[src/rtl/instr_fetch_ctrl.sv]
// Instruction fetch controller: program select, loader writes, PC sequencing.
// Define INSTR_FETCH_ICOUNT_EN to build the retired-fetch counter on icount.
module instr_fetch_ctrl #(
  parameter int BASE0     = 1,
  parameter int BASE1     = 15,
  parameter int BASE2     = 30,
  parameter int MEM_DEPTH = 81
) (
  input  logic        clock,
  input  logic        reset,
  input  logic        start,
  input  logic [1:0]  prog_sel,
  input  logic        stall,
  input  logic        halt_req,
  input  logic        redirect,
  input  logic [9:0]  redirect_addr,
  input  logic        ld_req,
  input  logic [9:0]  ld_addr,
  input  logic [31:0] ld_data,
  output logic        ld_ack,
  output logic [9:0]  mem_addr,
  output logic [31:0] mem_wdata,
  output logic        mem_we,
  input  logic [31:0] mem_rdata,
  output logic [31:0] instr,
  output logic        instr_valid,
  output logic [9:0]  instr_pc,
  output logic        busy,
  output logic        error,
  output logic [15:0] icount
);

  typedef enum logic [1:0] {
    S_IDLE,
    S_LOAD,
    S_RUN,
    S_HALT
  } state_t;

  localparam logic [9:0]  LP_B0    = 10'(BASE0);
  localparam logic [9:0]  LP_B1    = 10'(BASE1);
  localparam logic [9:0]  LP_B2    = 10'(BASE2);
  localparam logic [9:0]  LP_LAST  = 10'(MEM_DEPTH - 1);
  localparam logic [10:0] LP_DEPTH = 11'(MEM_DEPTH);

  state_t      r_state, w_state_n;
  state_t      r_ret, w_ret_n;
  logic [9:0]  r_pc, w_pc_n;
  logic [31:0] r_instr, w_instr_n;
  logic [9:0]  r_instr_pc, w_ipc_n;
  logic        r_instr_valid, w_vld_n;
  logic        r_error, w_err_n;
  logic [9:0]  r_ld_addr, w_lda_n;
  logic [31:0] r_ld_data, w_ldd_n;
  logic        w_ld_ok;
  logic        w_rd_ok;
  logic        w_in_load;

  assign w_ld_ok   = {1'b0, r_ld_addr} < LP_DEPTH;
  assign w_rd_ok   = {1'b0, redirect_addr} < LP_DEPTH;
  assign w_in_load = (r_state == S_LOAD);

  always_comb begin
    w_state_n = r_state;
    w_ret_n   = r_ret;
    w_pc_n    = r_pc;
    w_instr_n = r_instr;
    w_ipc_n   = r_instr_pc;
    w_vld_n   = 1'b0;
    w_err_n   = r_error;
    w_lda_n   = r_ld_addr;
    w_ldd_n   = r_ld_data;
    unique case (r_state)
      S_IDLE, S_HALT: begin
        if (ld_req) begin
          w_lda_n   = ld_addr;
          w_ldd_n   = ld_data;
          w_ret_n   = r_state;
          w_state_n = S_LOAD;
        end else if (start) begin
          w_err_n   = 1'b0;
          w_state_n = S_RUN;
          unique case (prog_sel)
            2'd0: w_pc_n = LP_B0;
            2'd1: w_pc_n = LP_B1;
            2'd2: w_pc_n = LP_B2;
            default: begin
              w_err_n   = 1'b1;
              w_state_n = S_HALT;
            end
          endcase
        end
      end
      S_LOAD: begin
        w_state_n = r_ret;
        if (!w_ld_ok) w_err_n = 1'b1;
      end
      S_RUN: begin
        if (halt_req) begin
          w_state_n = S_HALT;
        end else if (redirect) begin
          if (w_rd_ok) begin
            w_pc_n = redirect_addr;
          end else begin
            w_err_n   = 1'b1;
            w_state_n = S_HALT;
          end
        end else if (!stall) begin
          w_instr_n = mem_rdata;
          w_ipc_n   = r_pc;
          w_vld_n   = 1'b1;
          // Last word is still delivered; only the increment faults
          if (r_pc == LP_LAST) begin
            w_err_n   = 1'b1;
            w_state_n = S_HALT;
          end else begin
            w_pc_n = r_pc + 10'd1;
          end
        end
      end
      default: w_state_n = S_IDLE;
    endcase
  end

  always_ff @(posedge clock) begin
    if (reset) begin
      r_state       <= S_IDLE;
      r_ret         <= S_IDLE;
      r_pc          <= '0;
      r_instr       <= '0;
      r_instr_pc    <= '0;
      r_instr_valid <= 1'b0;
      r_error       <= 1'b0;
      r_ld_addr     <= '0;
      r_ld_data     <= '0;
    end else begin
      r_state       <= w_state_n;
      r_ret         <= w_ret_n;
      r_pc          <= w_pc_n;
      r_instr       <= w_instr_n;
      r_instr_pc    <= w_ipc_n;
      r_instr_valid <= w_vld_n;
      r_error       <= w_err_n;
      r_ld_addr     <= w_lda_n;
      r_ld_data     <= w_ldd_n;
    end
  end

  // Reset gates the write strobes so an aborted load never lands
  always_comb begin
    mem_addr  = '0;
    mem_wdata = '0;
    unique case (1'b1)
      (r_state == S_RUN): mem_addr = r_pc;
      w_in_load: begin
        mem_addr  = r_ld_addr;
        mem_wdata = r_ld_data;
      end
      default: mem_addr = '0;
    endcase
  end

  assign mem_we      = w_in_load && w_ld_ok && !reset;
  assign ld_ack      = w_in_load && !reset;
  assign busy        = (r_state == S_RUN) || w_in_load;
  assign error       = r_error;
  assign instr       = r_instr;
  assign instr_pc    = r_instr_pc;
  assign instr_valid = r_instr_valid;

`ifdef INSTR_FETCH_ICOUNT_EN
  logic [15:0] r_icount;
  logic        w_clr;

  assign w_clr = ((r_state == S_IDLE) || (r_state == S_HALT))
               && !ld_req && start && (prog_sel != 2'd3);

  always_ff @(posedge clock) begin
    if (reset) begin
      r_icount <= '0;
    end else if (w_clr) begin
      r_icount <= '0;
    end else if (r_instr_valid && (r_icount != 16'hFFFF)) begin
      r_icount <= r_icount + 16'd1;
    end
  end

  assign icount = r_icount;
`else
  assign icount = '0;
`endif

endmodule

[config.mk]
export PLATFORM = sky130hd
export DESIGN_NAME = instr_fetch_ctrl
export DESIGN_NICKNAME = d
export VERILOG_FILES = /design/src/rtl/instr_fetch_ctrl.sv
export SDC_FILE = /design/constraint.sdc
export NUM_CORES = 1
export LEC_CHECK = 0
export CAP_MARGIN = 5
export CORE_MARGIN = 4
export CORE_UTILIZATION = 43
export CTS_CLUSTER_DIAMETER = 50
export DETAILED_ROUTE_END_ITERATION = 7
export PLACE_DENSITY = 0.93
export SLEW_MARGIN = 20
export SYNTH_ARGS = -nofsm -noshare
export SYNTH_HDL_FRONTEND = slang
export SYNTH_SLANG_ARGS = --single-unit
[constraint.sdc]
create_clock -name clock -period 2.65 [get_ports clock]
set_input_delay 0.3975 -clock clock [delete_from_list [all_inputs] [get_ports clock]]
set_output_delay 0.3975 -clock clock [all_outputs]
set_load 0.005 [all_outputs]
==> impl_metrics.tcl <==
set metrics [dict create \
    status "completed" \
    synth-main-ff-cell "dfxtp_1" \
    syn_avg_cell_area_um2 7.63 \
    drtPass1Iterations 5 \
    vias 4709 \
    critPathLaunchType "flop" \
    report.final.slew_viol_count 0 \
    row_count 37 \
    placed_area_um2 6530 \
    die_h_um 112 \
    worstMarginPinSlew_ns 0.642 \
    vdd_drop_max_uv 342 \
    hpwlAfterDp_um 9990 \
    worstSetupPathType "reg -> out" \
    timing.rr.end "r_pc[3]" \
    antenna_found_initial 0 \
    r2r_start "r_state[0]" \
    min_to "r_ld_data[4]" \
    ys_async_sr_fraction_pct 0 \
    setup-violations-final 0 \
    min_from "r_ld_data[4]" \
    fin_crit_ns 2.51 \
    num_antenna_cells 0 \
    leakage_uw 0.00241 \
    drive_above_1_share_pct 5.79 \
    reg2reg_depth 8 \
    synth_edf_count 0 \
    ios 198 \
    clockRootBuffer "clkbuf_8" \
    die_x_um 112 \
    core_area_um2 10400 \
    ys_types 51 \
    multi_input_area_um2 2370 \
    fillerInstances 924 \
    power.total_uw 4330 \
    routed_via_density 5.16 \
    yosysSeqAreaShare_pct 43.0 \
    ant_nets 0 \
    cp.depth 4 \
    io_buffers 181 \
    first_global_vias 4447 \
    initial_core_util_pct 44.7 \
    rsz0062_at_grt "false" \
    die-area_um2 12600 \
    crit_fanout 4 \
    grt_pass1_wl_um 22200 \
    ys_warn_count 0 \
    reg2reg_slack_ns 0.29 \
    holdWs_ns 0.453 \
    ctsHoldBuffers 0 \
    insertion_delay_ns 0.35 \
    setup_slack_ns 0.141 \
    hold_path_depth 2 \
    gp_congestion 0.853 \
    slowest_stage "clkdlybuf4s50_1" \
    finalCritPeriodShare_pct 94.7 \
    track_usage_pct 21.3 \
    design_area_um2 6700 \
    setup_tns_ns 0 \
    crit_path_max_incr_delay_ns 0.51 \
    drc 0 \
    h-tree-depth 3 \
    worstPathCellList "ha_1, nor4b_1, and3_1, clkdlybuf4s50_1" \
    path_clk_slew_ns 0.10 \
    finalClockSkew_ns 0.0118 \
    hold_violations 0 \
    power_density_nw_per_um2 646 \
    synth_cells 611 \
    clockBufferDepth 2 \
    worstPathRequired_ns 2.25 \
    finalNetCount 876 \
    grt_max_degree 60 \
    cts_tree "done" \
    critPathTopFamily "simple AND/OR/NAND/NOR gates" \
    grt_overflow 0 \
    drv_cap 0 \
    wl_per_cell_um 15.2 \
    pre_cts_ws_ns -0.0126 \
    ys_ff_latch 100 \
    fmax_mhz 399 \
    critical_path_buf_inv_count 1 \
    syn_to_final_growth_pct 43.9 \
    clkSinkCount 100 \
    wl_um 13900 \
    netlist_area_um2 4660 \
    cp_data_arrival_time_ns 2.11 \
    hold_path_class "reg -> reg" \
    drt_iter0_drc 322 \
    end_kind "output pin" \
    numCtsBuffers 9 \
    slew_headroom_pct 57.2 \
    seq_area_um2 2000 \
]
[metrics by stage]
stage / instances / util (%)
final: 913 / 64.3
after global routing: 913 / 64.3
after CTS: 913 / 64.3
after detailed placement: 898 / 62.7
after global placement: 898 / 62.7
after floorplan: 626 / -
[timing repair]
item	4_1_cts	5_1_grt
gates resized for setup	0	2
endpoints found under the setup margin	0	10
buffers inserted	0	0
[registers in the layout (all words and copies together) (netlist names)]
name         cells
instr           32
r_ret            2
error            1
r_pc            10
instr_valid      1
r_ld_addr       10
r_state          2
r_ld_data       32
instr_pc        10
[worst register-to-register path, stage by stage (launching register included)]
cell and delay, ns:
dfxtp_1 0.41, inv_1 0.08, ha_2 0.29, nor4b_1 0.14, buf_4 0.14, a2111oi_4 0.30, nand3_1 0.31, o311ai_1 0.42
o41ai_2 0.13
[cells in the mapped netlist, types with 3 or more instances]
cell / instances / area [µm²]
mux2i_1: 4 / 40.0
a211oi_1: 3 / 22.5
clkbuf_1: 34 / 128
and2_1: 34 / 213
nand3_1: 10 / 50.1
nand2_1: 182 / 683
ha_1: 10 / 125
a31o_2: 3 / 26.3
a21oi_1: 96 / 480
dfxtp_1: 100 / 2000
a22oi_1: 10 / 75.1
nor4b_1: 4 / 35.0
and3_1: 6 / 37.5
nor2_1: 23 / 86.3
o211ai_1: 3 / 22.5
inv_1: 13 / 48.8
o21ai_0: 8 / 40.0
nand4_1: 3 / 18.8
a31oi_1: 4 / 25.0
buf_4: 18 / 135
buf_2: 5 / 25.0
[how the worst max path moves through the flow]
| stage | from | endpoint | slack [ns] |
|---|---|---|---|
| floorplan | r_state[0] | r_pc[3] | 0.60 |
| global placement | prog_sel[0] | r_pc[3] | 0.13 |
| detailed placement | prog_sel[0] | r_pc[3] | -0.01 |
| CTS | r_state[0] | mem_addr[4] | 0.09 |
| global route | r_state[0] | busy | 0.03 |
| finish | r_state[0] | mem_we | 0.14 |
[power by group]
| group | internal, µW | switching (µW) |
|---|---|---|
| sequential | 1720 | 185 |
| combinational | 702 | 861 |
| clock | 342 | 525 |
[cells in the final DEF, fill, tap and decap left out, drive strengths merged, types with 16 or more instances in the layout]
cell type	n
dfxtp	100
and2	34
nand2	182
buf	16
conb	16
nor2	23
inv	16
clkdlybuf4s50	180
a21oi	96
[routing by layer]
layer	share of wire [%]	wire length, µm	GRT usage [%]	vias to the layer above
met3	8.8	1230	6.31	27
met1	42	5910	27.1	2134
met5	0	0	0	-
met2	46	6430	34.7	210
li1	-	-	-	2338
met4	2.4	336	6.65	0
[area by class of cell]
class,instances,area share [%]
Multi-Input combinational cell,452,35.4
Sequential cell,100,29.9
Timing Repair Buffer,196,28.9
Tap cell,136,2.54
Clock buffer,10,1.90
Inverter,14,0.784
Clock inverter,5,0.560
[logic make-up (layout without fill, tap and decap cells)]
family	Yosys count	count (layout)	synth area share [%]
mux	5	5	1.18
xor+xnor	1	1	0.188
buf+inv	74	225	7.60
flops	100	100	43.0
compound gates	147	147	19.5
other cells	1	16	0.0805
simple gates	273	273	25.8
fa+ha+maj	10	10	2.69
Note: power is estimated with default switching activity, not from simulation.
